===== src/rtl/seven_seg_scanner.sv =====
// Time-multiplexed driver for a four-digit common-anode seven-segment display.
// Scans BCD digits from a per-frame snapshot, with anode guard time and leading-zero blanking.
module seven_seg_scanner #(
    parameter int unsigned REFRESH_DIV = 100000,
    parameter int unsigned GUARD       = 4
) (
    input  logic        clk100Mhz,
    input  logic        rst,
    input  logic        en,
    input  logic [15:0] digits,
    input  logic [3:0]  dp_en,
    input  logic        blank_lz,
    output logic [3:0]  an,
    output logic [6:0]  seg,
    output logic        dp
);

    localparam int unsigned PW = $clog2(REFRESH_DIV);

    logic [PW-1:0] presc, presc_nxt;
    logic [PW-1:0] guard, guard_nxt;
    logic [1:0]    idx, idx_nxt;
    logic [15:0]   snap_d, snap_d_nxt;
    logic [3:0]    snap_dp, snap_dp_nxt;
    logic [3:0]    an_nxt;
    logic [6:0]    seg_nxt;
    logic          dp_nxt;
    logic          tick_c;
    logic [3:0]    lz_c;
    logic [3:0]    digit_c;

    function automatic logic [6:0] bcd_to_seg(input logic [3:0] v);
        logic [6:0] s;
        case (v)
            4'd0:    s = 7'b1000000;
            4'd1:    s = 7'b1111001;
            4'd2:    s = 7'b0100100;
            4'd3:    s = 7'b0110000;
            4'd4:    s = 7'b0011001;
            4'd5:    s = 7'b0010010;
            4'd6:    s = 7'b0000010;
            4'd7:    s = 7'b1111000;
            4'd8:    s = 7'b0000000;
            4'd9:    s = 7'b0010000;
            default: s = 7'b0111111;
        endcase
        return s;
    endfunction

    // Prescaler, digit index, guard countdown and frame snapshot
    always_comb begin
        tick_c      = en && (presc == PW'(REFRESH_DIV - 1));
        presc_nxt   = presc;
        idx_nxt     = idx;
        guard_nxt   = guard;
        snap_d_nxt  = snap_d;
        snap_dp_nxt = snap_dp;
        if (tick_c) begin
            presc_nxt = '0;
            idx_nxt   = idx + 2'd1;
            guard_nxt = PW'(GUARD);
            if (idx == 2'd3) begin
                snap_d_nxt  = digits;
                snap_dp_nxt = dp_en;
            end
        end else begin
            if (en) begin
                presc_nxt = presc + PW'(1);
            end
            if (guard != '0) begin
                guard_nxt = guard - PW'(1);
            end
        end
    end

    // A digit is a leading zero only if it and every higher digit are zero
    always_comb begin
        lz_c[3] = (snap_d_nxt[15:12] == 4'd0);
        lz_c[2] = lz_c[3] && (snap_d_nxt[11:8] == 4'd0);
        lz_c[1] = lz_c[2] && (snap_d_nxt[7:4] == 4'd0);
        lz_c[0] = 1'b0;
        digit_c = snap_d_nxt[{idx_nxt, 2'b00} +: 4];
    end

    // Output decode from the post-edge state so anodes move with the index
    always_comb begin
        an_nxt  = 4'b1111;
        seg_nxt = 7'b1111111;
        dp_nxt  = 1'b1;
        if (en && (guard_nxt == '0)) begin
            an_nxt = ~(4'b0001 << idx_nxt);
            dp_nxt = ~snap_dp_nxt[idx_nxt];
            if (!(blank_lz && lz_c[idx_nxt])) begin
                seg_nxt = bcd_to_seg(digit_c);
            end
        end
    end

    always_ff @(posedge clk100Mhz or posedge rst) begin
        if (rst) begin
            presc   <= '0;
            idx     <= 2'd0;
            guard   <= '0;
            snap_d  <= 16'h0000;
            snap_dp <= 4'b0000;
            an      <= 4'b1111;
            seg     <= 7'b1111111;
            dp      <= 1'b1;
        end else begin
            presc   <= presc_nxt;
            idx     <= idx_nxt;
            guard   <= guard_nxt;
            snap_d  <= snap_d_nxt;
            snap_dp <= snap_dp_nxt;
            an      <= an_nxt;
            seg     <= seg_nxt;
            dp      <= dp_nxt;
        end
    end

endmodule


===== config.mk =====
export PLATFORM = sky130hd
export DESIGN_NAME = seven_seg_scanner
export DESIGN_NICKNAME = d
export VERILOG_FILES = /design/src/rtl/seven_seg_scanner.sv
export SDC_FILE = /design/constraint.sdc
export NUM_CORES = 1
export LEC_CHECK = 0
export CAP_MARGIN = 20
export CORE_AREA = 5 5 95 114
export CTS_CLUSTER_SIZE = 30
export DETAILED_ROUTE_END_ITERATION = 7
export DIE_AREA = 0 0 100 119
export PLACE_DENSITY = 0.67
export SETUP_SLACK_MARGIN = 0.15
export SYNTH_ARGS = -nofsm -noshare
export SYNTH_HDL_FRONTEND = slang
export SYNTH_SLANG_ARGS = --single-unit

===== constraint.sdc =====
create_clock -name clk100Mhz -period 3.9 [get_ports clk100Mhz]
set_clock_uncertainty 0.1 [all_clocks]
set_input_delay 0.39 -clock clk100Mhz [delete_from_list [all_inputs] [get_ports clk100Mhz]]
set_output_delay 0.39 -clock clk100Mhz [all_outputs]
set_load 0.03 [all_outputs]

; Yosys cells after proc, flatten, opt, wreduce, memory -nomap -nowiden
; Memory sizes are Yosys's and may differ from the RTL's.
; Index checks and enable logic that the tools add are counted.
[op_classes]
magnitude_cmp = 1
reduce_logical = 11
addsub = 3
eq_ne = 2
muxes = 17
n_bitwise = 2
shift = 2
[op_table]
columns = op, count
row1 = 17-bit 2-to-1 mux, 4
row2 = 16-bit 2-to-1 mux, 2
row3 = "17-bit by 1-bit adder with 17-bit output, second input constant", 1
row4 = "17-bit equality test, second input constant", 1
row5 = 17-bit logical NOT, 1
row6 = 17-bit nonzero test, 1
row7 = "17-bit by 1-bit subtractor with 17-bit output, second input constant", 1
row8 = 16-bit by 5-bit indexed part select with 4-bit output, 1
row9 = 7-bit 2-to-1 mux, 2
row10 = 4-bit logical NOT, 3
row11 = 4-bit 2-to-1 mux, 3
row12 = 1-bit logical AND, 5
row13 = 1-bit binary-select mux with 2-bit select, 2
row14 = 4-bit inverter, 1
row15 = "1-bit by 2-bit left shift with 4-bit output, first input constant", 1
row16 = "2-bit by 3-bit less-than comparator with 1-bit output, second input constant", 1
row17 = 1-bit 2-to-1 mux, 3
row18 = "2-bit by 1-bit adder with 2-bit output, second input constant", 1
row19 = "2-bit equality test, second input constant", 1
row20 = 2-bit 2-to-1 mux, 1
row21 = 2-bit nonzero test, 1
row22 = 1-bit inverter, 1
[word_totals]
register_bits = 68
mem_bits_ro = 112
input_bits = 24
elab_cells = 47
output_inout_bits = 12
memories = 1
[memory_table]
columns = memory, words, word_bits, read_ports, rd_ports_with_merged_regs, wr, line
row1 = (name not given), 16, 7, 1, 0, 0, 34  ; case (v)

; Logic depth before layout (Yosys ltp)
; Gate-level depths: netlist of the first run.
[logic_depth]
ltp_word = 11
ltp_mapped = 12

; Least setup slack after synthesis of the first run
; No wires, ideal clock.
[synth_timing]
path_kind = reg-to-reg
from = reg presc[0]
to = reg seg[4]
arrival_time_ns = 2.861
setup_ns = 0.088
path_slack_ns = 0.851
period_less_slack_ns = 3.049
path_stages_with_launch = 13
path_cell_list = dfrtp_1 -> ha_1 -> nand4_2 -> or3_1 -> buf_6 -> or3_1 -> o221ai_1 -> a2bb2oi_1 -> ha_1 -> inv_1 -> or2_2 -> mux2i_1 -> nand2_1
[synth_via]
elab_chain_cells = 11
word_cells_on_any_way = 19
cone_classes = eq/ne: 1 / shift: 1 / mux: 7 / reduce/logical: 9 / memory: 1
[synth_lines]
columns = item, line
row1 = start: declaration, 20  ; logic [PW-1:0] presc, presc_nxt;
row2 = start signal: assignment, 110  ; presc <= presc_nxt;
row3 = 17-bit equality test *, 52  ; tick_c = en && (presc == PW'(REFRESH_DIV - 1));
row4 = 1-bit logical AND *, 52
row5 = branches (longest 8 deep; another with memory 16 x 7 bit), -
row6 = 7-bit 2-to-1 mux *, 90  ; if (en && (guard_nxt == '0)) begin
row7 = net seg_nxt[4], 26  ; logic [6:0] seg_nxt;
row8 = end signal: assignment, 116  ; seg <= seg_nxt;
row9 = end: declaration, 14  ; output logic [6:0] seg,
; Mark *: on every way through the listed nets, which the timed path passes. The select of a mux whose other input is x is not followed.
; A chain may end at the register's enable or synchronous reset.

; Final worst setup path of the first run
[layout_timing]
from = reg presc[12]
to = reg seg[4]
; The elaborated chain is that of the path after synthesis.

==> results of run 1 <==
final cells by class:
cell class                      instances  area [um2]
Multi-Input combinational cell        306        2130
Fill cell                             863        4700
Sequential cell                        68        1720
Tap cell                              123         154
Clock inverter                          2        10.0
Inverter                               17        63.8
Clock buffer                           13         260
Timing Repair Buffer                   51         483
critical path, delay by kind of cell (launching register included):
kind,cells,cell delay [ns]
multiplexers,1,0.14
AO/OA/AOI/OAI,2,0.66
adder cells (fa/ha/maj),1,0.23
AND/OR/NAND/NOR,5,1.66
flip-flops,1,0.42
buffers and inverters,1,0.03
flip-flops by register name, indices dropped and copies added, names as in the netlist:
name	flops
an	4
idx	2
presc	17
guard	17
dp	1
snap_dp	4
seg	7
snap_d	16
Yosys cell counts (9+ instances only):
master	number
ha_1	9
mux2_2	20
o21ai_0	19
nand2_1	33
xnor2_1	15
a21oi_1	21
mux2i_1	17
clkbuf_1	11
inv_1	17
dfrtp_1	56
nand3_1	15
nor2_1	44
dfstp_2	12
nor3_1	16
report_power, final:
group / internal, mW / switching, mW
combinational: 0.0480 / 0.0405
clock: 0.459 / 0.286
sequential: 0.732 / 0.0301
total: 1.24 / 0.357
worst max-delay path by stage:
stage                                startpoint               end  slack (ns)  cells past startpoint
after floorplan            presc[0]$_DFFE_PP0P_  seg[4]$_DFF_PP1_        0.85                     12
after global placement                       en  seg[4]$_DFF_PP1_        0.44                     11
after detailed placement                     en  seg[4]$_DFF_PP1_        0.35                     11
after CTS                 presc[12]$_DFFE_PP0P_  seg[4]$_DFF_PP1_        0.54                     10
after global routing      presc[12]$_DFFE_PP0P_  seg[4]$_DFF_PP1_        0.36                     10
final                     presc[12]$_DFFE_PP0P_  seg[4]$_DFF_PP1_        0.56                     10
routing by layer:
layer  track usage  vias to the layer above
met5             0                        -
met4        0.0842                        0
met3        0.0240                       14
met2         0.288                       66
met1         0.216                     1607
li1              -                     1558
per-stage QoR:
step / instance area (um2) / utilization / instances / hold WS [ns] / setup WS (ns)
floorplan: 4010 / - / 410 / 0.360 / 0.851
global placement: 4520 / 0.475 / 564 / 0.378 / 0.442
detailed placement: 4520 / 0.475 / 564 / 0.379 / 0.347
CTS: 4790 / 0.504 / 579 / 0.391 / 0.541
global route: 4810 / 0.506 / 580 / 0.334 / 0.361
finish: 4810 / 0.506 / 580 / 0.277 / 0.560
cells by family (layout without fill, tap and decap cells):
group / Yosys count / count (layout)
AND/OR/NAND/NOR: 162 / 162
AO/OA/AOI/OAI: 73 / 73
flip-flops: 68 / 68
multiplexers: 40 / 40
buffers and inverters: 36 / 83
XOR/XNOR: 22 / 22
adder cells (fa/ha/maj): 9 / 9
==> flow_summary.toml, run 1 <==
[status]
status = "finished clean"

[drt]
routed_wire_length_per_instance_um = 16.5
final_antenna_violating_net_count = 0
routedLengthMet1_mm = 4.13
drt-initial-drc-count = 129
avgViaCountPerCell = 5.59
drc_errors = 0
drtPass1Iterations = 4
wl_met3_um = 336
detailroute.via_count = 3245
top_layer = "met4"
postRouteWirelength_mm = 9.55
wl_met2_mm = 4.89

[critical_path]
worstPathMaxFanout = 11
critical_path.reg2reg.endpoint = "seg[4]$_DFF_PP1_"
critPathKind = "flop to flop"
start_kind = "flop"
critPathArrivalTime_ns = 3.48
cp_slowest_cell = "or3_1"
path_cells = "nor4b_1 -> nand2_1 -> or3_1 -> o221ai_1 -> a2bb2oi_1 -> ha_1 -> inv_1 -> or2_2 -> mux2i_1 -> nand2_1"
crit_path_end_kind = "flop"
timing.reg2reg.worst_path_depth = 10
cp.required_ns = 4.04
cpPeakStageDelay_ns = 0.49
ff2ff_setup_slack_ns = 0.56
critical_path.reg2reg.startpoint = "presc[12]$_DFFE_PP0P_"
crit_path_frequent_cell = "nand2_1"

[cts]
clock_tree.root_cell = "clkbuf_16"
ctsHoldBuffers = 0
clkLatencyLatePin_ns = 0.33
cts_buffer_count = 9
clkSlewWorstSetupHoldPaths_ns = 0.06
tritoncts_clock_tree = "built"
htree_num_levels = 3
cts_buffer_depth = 2
ctsResizeCount = 0
cts_setup_buffers = 0
number_of_clock_sinks_seen_by_cts = 68

[logic_synthesis]
synth_flop_cell = "dfrtp_1"
count_of_flip_flops_with_a_built_in_enable_after_synthesis = 0
yosysTopAreaCell = "dfrtp_1"
yosys_register_bits = 68
yosys.area_share.simple = 0.220
asyncSetResetFlopFracSynth = 1.00
post_synth_num_cell_types = 65
synth.mux.area_fraction = 0.116
syn-cell-area_mm2 = 0.00401
yosys-top-cells-area = "dfrtp_1 (35%), dfstp_2 (7.9%), mux2_2 (5.6%)"
yosys.area.top_type_share = 0.350
syn_inst = 410
avgSynthCellArea_um2 = 9.77
compound_gate_fraction_of_synth_area = 0.119
synth_xor_xnor_area_share = 0.0481
syn-num-nets = 443
yosysWarningCount = 0
post_synth_fa_ha_maj_area_fraction = 0.0281
main_combinational_cell_family_by_area_after_synthesis = "simple AND/OR/NAND/NOR gates"
synth_sequential_area_ratio = 0.428

[layout]
ant_cells = 0
layout_commonest_cell = "dfrtp_1"
finalNetCount = 486
mostFrequentLayoutCells = "dfrtp_1 (56), nor2_1 (44), clkdlybuf4s50_1 (35)"
area_delta_synth_final_pct = 20.1
drive_above_1_share = 0.195

[pwr]
static-leakage-power_nw = 2.06
pwr_density_cell_mw_per_mm2 = 332
ir_worst_vdd_mv = 0.199
post_layout_total_power_mw = 1.60

[sta]
timing.max_slew.rel_slack = 0.391
finalHoldViolations = 0
final-setup-viol-count = 0
layout_min_cycle_time_ns = 3.34
min_period_over_period = 0.856
timing.final.max_slew_violations = 0
rsz_0062_raised_after_global_routing = "no"
max_clock_freq_mhz = 299
final.setup.tns_ns = 0
max_slew.worst_pin.slew_ns = 0.906

[floorplanning]
initial_core_util = 0.421
io-pin-count = 36
rows = 39
fp.dieArea_mm2 = 0.0119
core-area_mm2 = 0.00952
die_x_um = 100
die-height_um = 119

[global_route]
grt_first_pass_wirelength_mm = 16.4
pin_count_of_the_biggest_net_entering_global_routing = 51
globalRouteTotalUtil = 0.172
grt_antenna_before_repair = 0
grt-ovfl-total = 0
grt_pass1_vias = 3312

[place]
hpwl_after_detailed_placement_mm = 6.89
io_buffer_count = 35
routabilityCongestion = 0.909

[worst_hold_path]
hold_path_class = "input pin to asynchronous set/reset pin"

[run]
timing.max_cap.violations = 0
Note: power is estimated with default switching activity, not from simulation.
==> run 2: changes to the inputs <==
==> constraint.sdc (replaced) <==
create_clock -name clk100Mhz -period 3.9 [get_ports clk100Mhz]
set_clock_uncertainty 0.1 [all_clocks]
set_input_delay 0.78 -clock clk100Mhz [delete_from_list [all_inputs] [get_ports clk100Mhz]]
set_output_delay 0.78 -clock clk100Mhz [all_outputs]
set_load 0.03 [all_outputs]
==> run 2 against run 1 <==
Clock power is 8.6% higher. Clock-buffer cell count increased by 1. Critical endpoint is now seg[1]$_DFF_PP1_. Via count hardly changed. Critical path depth stayed put. Sequential share of layout area shrank 0.59 points. Sequential power barely moved.
==> flow_summary.toml, run 2 (synthesized netlist as in run 1, its figures left out) <==
[status]
status = "finished clean"

[critical_path]
cp_num_buf_inv = 2
crit_path_frequent_cell = "o311ai_0"
cp_slowest_cell = "clkdlybuf4s50_1"
start_kind = "input pin"
crit_path_end_kind = "flop"
worstPathMaxFanout = 5
path_cells = "clkdlybuf4s50_1 -> nand4_2 -> or3_1 -> buf_4 -> o311ai_0 -> o311ai_0 -> or4_4 -> a311oi_2 -> and2_4 -> nand2_1"
critPathArrivalTime_ns = 3.54
cp.required_ns = 4.04
cpLargestDelayFamily = "simple AND/OR/NAND/NOR gates"
cpPeakStageDelay_ns = 0.51
critPathKind = "input pin to flop"

[pwr]
post_layout_total_power_mw = 1.66
ir_worst_vdd_mv = 0.225
static-leakage-power_nw = 2.11
pwr_density_cell_mw_per_mm2 = 339

[sta]
finalHoldViolations = 0
final-setup-viol-count = 0
min_period_over_period = 0.871
timing.max_slew.rel_slack = 0.358
rsz_0062_raised_after_global_routing = "no"
max_clock_freq_mhz = 294
max_slew.worst_pin.slew_ns = 0.954
layout_min_cycle_time_ns = 3.40
hold-worst-slack_ns = 0.391
setup_slack_ns = 0.502
timing.final.max_slew_violations = 0
final.setup.tns_ns = 0

[place]
placement.cell_area_mm2 = 0.00460
hpwl_after_detailed_placement_mm = 6.87
routabilityCongestion = 0.954
io_buffer_count = 35
dpl_worst_slack_ns = 0.182
total_placed_cells_including_tap_cells = 572

[layout]
layout_commonest_cell = "dfrtp_1"
drive_above_1_share = 0.206
area_delta_synth_final_pct = 22.2
filler_cell_count = 877
reg.largest.list = "guard: 17 flops, presc: 17 flops, snap_d: 16 flops"
ant_cells = 0
final_area_mm2 = 0.00489
post_layout_nonfiller_instances = 588
mostFrequentLayoutCells = "dfrtp_1 (56), nor2_1 (44), clkdlybuf4s50_1 (35)"
finish.utilization = 0.514
finalNetCount = 493

[floorplanning]
initial_core_util = 0.421
io-pin-count = 36
fp.dieArea_mm2 = 0.0119
core-area_mm2 = 0.00952
rows = 39
die_x_um = 100
die-height_um = 119

[run]
timing.max_cap.violations = 0

[drt]
postRouteWirelength_mm = 9.31
avgViaCountPerCell = 5.52
drc_errors = 0
drtPass1Iterations = 4
drt-initial-drc-count = 156
detailroute.via_count = 3248
routed_wire_length_per_instance_um = 15.8
final_antenna_violating_net_count = 0

[global_route]
grt_antenna_before_repair = 0
grt_first_pass_wirelength_mm = 16.0
globalRouteTotalUtil = 0.166
grt-ovfl-total = 0
grt_pass1_vias = 3354
pin_count_of_the_biggest_net_entering_global_routing = 39

[worst_hold_path]
hold_path_class = "flop to flop"

[cts]
ctsResizeCount = 0
number_of_clock_sinks_seen_by_cts = 68
htree_num_levels = 3
cts_setup_buffers = 0
clock_tree.root_cell = "clkbuf_16"
tritoncts_clock_tree = "built"
cts_buffer_count = 9
clkLatencyLatePin_ns = 0.33
cts_buffer_depth = 2
ctsHoldBuffers = 0
clkSlewWorstSetupHoldPaths_ns = 0.05
## run 2: cell types whose count changed in the layout (fill, tap and decap cells not counted), sizes merged
cell    previous run  this run
bufinv             0         1
clkinv             2         1
clkbuf            13        14
buf               16        23
## run 2: power by group
| part | switching (mW) | leakage (nW) | total (mW) | internal [mW] |
|---|---|---|---|---|
| Clock | 0.280 | 0.147 | 0.809 | 0.529 |
| Combinational | 0.0399 | 1.13 | 0.0882 | 0.0482 |
| Sequential | 0.0306 | 0.831 | 0.763 | 0.732 |
## run 2: worst paths after layout
path / slack, ns / endpoint / depth (start not counted) / from
hold / removal: 0.39 / presc[14]$_DFFE_PP0P_ / 1 / presc[14]$_DFFE_PP0P_
setup reg to reg: 0.65 / seg[1]$_DFF_PP1_ / 10 / guard[0]$_DFF_PP0_
min in group asynchronous: 0.77 / presc[3]$_DFFE_PP0P_ / 2 / rst
hold reg to reg: 0.39 / presc[14]$_DFFE_PP0P_ / 1 / presc[14]$_DFFE_PP0P_
setup / recovery: 0.50 / seg[1]$_DFF_PP1_ / 10 / en
max in group asynchronous: 2.24 / an[0]$_DFF_PP1_ / 3 / rst
## run 2: per-layer routing
| layer | GRT usage | vias up | routed length, um | part of all wire |
|---|---|---|---|---|
| met5 | 0 | - | 0 | 0 |
| met2 | 0.283 | 74 | 4760 | 0.51 |
| met3 | 0.0357 | 19 | 333 | 0.036 |
| li1 | - | 1578 | - | - |
| met4 | 0.0649 | 0 | 197 | 0.021 |
| met1 | 0.204 | 1577 | 4010 | 0.43 |
## run 2: worst reg2reg max path: cells and delay by family, from the launching register on
kind / cells / cell delay (ns)
buffers and inverters: 1 / 0.10
AND/OR/NAND/NOR: 5 / 1.47
AO/OA/AOI/OAI: 3 / 0.87
adder cells (fa/ha/maj): 1 / 0.23
flip-flops: 1 / 0.41
## run 2: layout make-up
| class | count | area, um2 | area share |
|---|---|---|---|
| clock buffers | 14 | 264 | 0.0539 |
| clock inverters | 2 | 35.0 | 0.00716 |
| inverters | 17 | 63.8 | 0.0130 |
| multi-input cells | 306 | 2130 | 0.434 |
| flip-flops and latches | 68 | 1720 | 0.351 |
| well taps | 123 | 154 | 0.0314 |
| repair buffers | 58 | 536 | 0.109 |
==> RTL edit: new RTL, settings of run 2 <==
Register the inputs `en`, `digits`, `dp_en` and `blank_lz` before use, with the module's reset. The logic sees them one clock later.
--- a/src/rtl/seven_seg_scanner.sv
+++ b/src/rtl/seven_seg_scanner.sv
@@ -16,6 +16,25 @@
 );
 
     localparam int unsigned PW = $clog2(REFRESH_DIV);
+
+    logic en_q;
+    logic [15:0] digits_q;
+    logic [3:0] dp_en_q;
+    logic blank_lz_q;
+
+    always_ff @(posedge clk100Mhz or posedge rst) begin
+        if (rst) begin
+            en_q       <= '0;
+            digits_q   <= '0;
+            dp_en_q    <= '0;
+            blank_lz_q <= '0;
+        end else begin
+            en_q       <= en;
+            digits_q   <= digits;
+            dp_en_q    <= dp_en;
+            blank_lz_q <= blank_lz;
+        end
+    end
 
     logic [PW-1:0] presc, presc_nxt;
     logic [PW-1:0] guard, guard_nxt;
@@ -49,7 +68,7 @@
 
     // Prescaler, digit index, guard countdown and frame snapshot
     always_comb begin
-        tick_c      = en && (presc == PW'(REFRESH_DIV - 1));
+        tick_c      = en_q && (presc == PW'(REFRESH_DIV - 1));
         presc_nxt   = presc;
         idx_nxt     = idx;
         guard_nxt   = guard;
@@ -60,11 +79,11 @@
             idx_nxt   = idx + 2'd1;
             guard_nxt = PW'(GUARD);
             if (idx == 2'd3) begin
-                snap_d_nxt  = digits;
-                snap_dp_nxt = dp_en;
+                snap_d_nxt  = digits_q;
+                snap_dp_nxt = dp_en_q;
             end
         end else begin
-            if (en) begin
+            if (en_q) begin
                 presc_nxt = presc + PW'(1);
             end
             if (guard != '0) begin
@@ -87,10 +106,10 @@
         an_nxt  = 4'b1111;
         seg_nxt = 7'b1111111;
         dp_nxt  = 1'b1;
-        if (en && (guard_nxt == '0)) begin
+        if (en_q && (guard_nxt == '0)) begin
             an_nxt = ~(4'b0001 << idx_nxt);
             dp_nxt = ~snap_dp_nxt[idx_nxt];
-            if (!(blank_lz && lz_c[idx_nxt])) begin
+            if (!(blank_lz_q && lz_c[idx_nxt])) begin
                 seg_nxt = bcd_to_seg(digit_c);
             end
         end
Check against the original RTL: not equivalent (a bounded check fails within 4 cycles, from zero or initial values and one cycle with rst high).
==> RTL edit against run 2 <==
  * Combinational power rose by 20%
  * Critical endpoint is now seg[3]
  * Sequential share of layout area up 10 points
  * Non-clock buffer count decreased by 14
  * Cell area increased by 2.1%
  * Setup slack better by 0.049 ns
  * Sequential power rose by 32%
  * Highest routed layer unchanged
  * Clock power up 16%
  * Synthesized area up 3.6%
  * Routed wire length down 15%
  * Cell count fell by 10%
  * Sequential cell count grew 22
  * Power grew 24%
==> RTL edit: results <==
INSERT INTO impl_metrics (metric_group, metric, value, unit) VALUES
('global_routing', 'grt_pass1_wl', '13600', 'microns'),
('run_status', 'status', 'completed', ''),
('drt', 'drtIter0Drc', '120', ''),
('worst_hold_path', 'hold_path.startpoint', 'dp_en_q[0]', ''),
('critical_path', 'cp_max_fo', '7', ''),
('drt', 'routed-via-count', '2759', ''),
('logic_synthesis', 'synth_cell_type_count', '53', ''),
('drt', 'wire_per_inst', '15.0', 'microns'),
('pwr', 'vdd_ir_drop_max', '0.303', 'mV'),
('critical_path', 'critical_path.slowest_cell', 'or4b_4', ''),
('critical_path', 'r2r_setup_slack', '0.55', 'ns'),
('critical_path', 'worst-endpoint-arrival', '3.49', 'ns'),
('pwr', 'cell_internal_pwr', '1.65', 'mW'),
('worst_hold_path', 'hold_path_depth', '2', ''),
('logic_synthesis', 'post_synth_main_area_contributors', 'dfrtp_1 47%, dfstp_2 7.6%, mux2i_1 4.8%', ''),
('critical_path', 'endpoint_of_the_most_critical_register_to_register_path', 'seg[3]', ''),
('pwr', 'p_leak', '2.29', 'nW'),
('timing', 'max_slew.worst_pin.slew', '0.668', 'ns'),
('worst_hold_path', 'min_delay_worst_endpoint', 'snap_dp[0]', ''),
('logic_synthesis', 'synth.top_cells.by_count', '78 x dfrtp_1, 27 x nor2_1, 23 x nand2_1', '');
[RTL edit: routing by layer]
| layer | global-route usage (%) | part of all wire, % | vias up |
|---|---|---|---|
| met2 | 24.0 | 51 | 54 |
| met4 | 5.81 | 2.1 | 0 |
| li1 | - | - | 1341 |
| met1 | 17.4 | 42 | 1352 |
| met5 | 0 | 0 | - |
| met3 | 4.62 | 4.1 | 12 |
[RTL edit: worst max path at each step]
stage                            end  slack [ns]       from
final                         seg[3]        0.55  presc[12]
after global placement        seg[3]        0.42  presc[12]
after global routing          seg[3]        0.39  presc[12]
after detailed placement      seg[3]        0.32  presc[12]
after floorplan           blank_lz_q        0.70        rst
after CTS                     seg[3]        0.28  presc[12]
[RTL edit: power groups by stage]
stage	clock [mW]	sequential, mW	combinational (mW)
2_1_floorplan	0	1.03	0.0576
3_3_place_gp	0	1.03	0.106
3_5_place_dp	0	1.03	0.108
4_1_cts	0.968	1.01	0.109
5_1_grt	1.01	1.02	0.120
6_report	0.938	1.01	0.106
[RTL edit: tightest hold or removal path, cell delays in order, from the launching register on]
cell and delay, ns:
dfrtp_1 0.32, nand2_1 0.04, nand2_1 0.07
[RTL edit: kinds of logic after synthesis]
| family | share of synthesized area (%) |
|---|---|
| buf+inv | 3.44 |
| fa+ha+maj | 2.71 |
| compound gates | 6.09 |
| mux | 10.3 |
| simple gates | 17.0 |
| flops | 54.6 |
| xor+xnor | 5.73 |
[RTL edit: metrics by stage]
step / cell area (sq um) / hold WS, ns / total power [mW] / utilization (%) / setup slack, ns
after floorplan: 4150 / 0.329 / 1.09 / - / 0.705
after global placement: 4660 / 0.344 / 1.14 / 49.0 / 0.417
after detailed placement: 4660 / 0.351 / 1.14 / 49.0 / 0.323
after CTS: 4990 / 0.373 / 2.09 / 52.5 / 0.281
after global routing: 5000 / 0.390 / 2.15 / 52.5 / 0.386
final: 5000 / 0.368 / 2.06 / 52.5 / 0.551
[RTL edit: layout make-up]
class                           instances  area share, %
Multi-Input combinational cell        237           34.8
Sequential cell                        90           45.4
Timing Repair Buffer                   44           8.62
Clock inverter                          2           1.20
Clock buffer                           14           5.48
Tap cell                              123           3.08
Inverter                               18           1.40
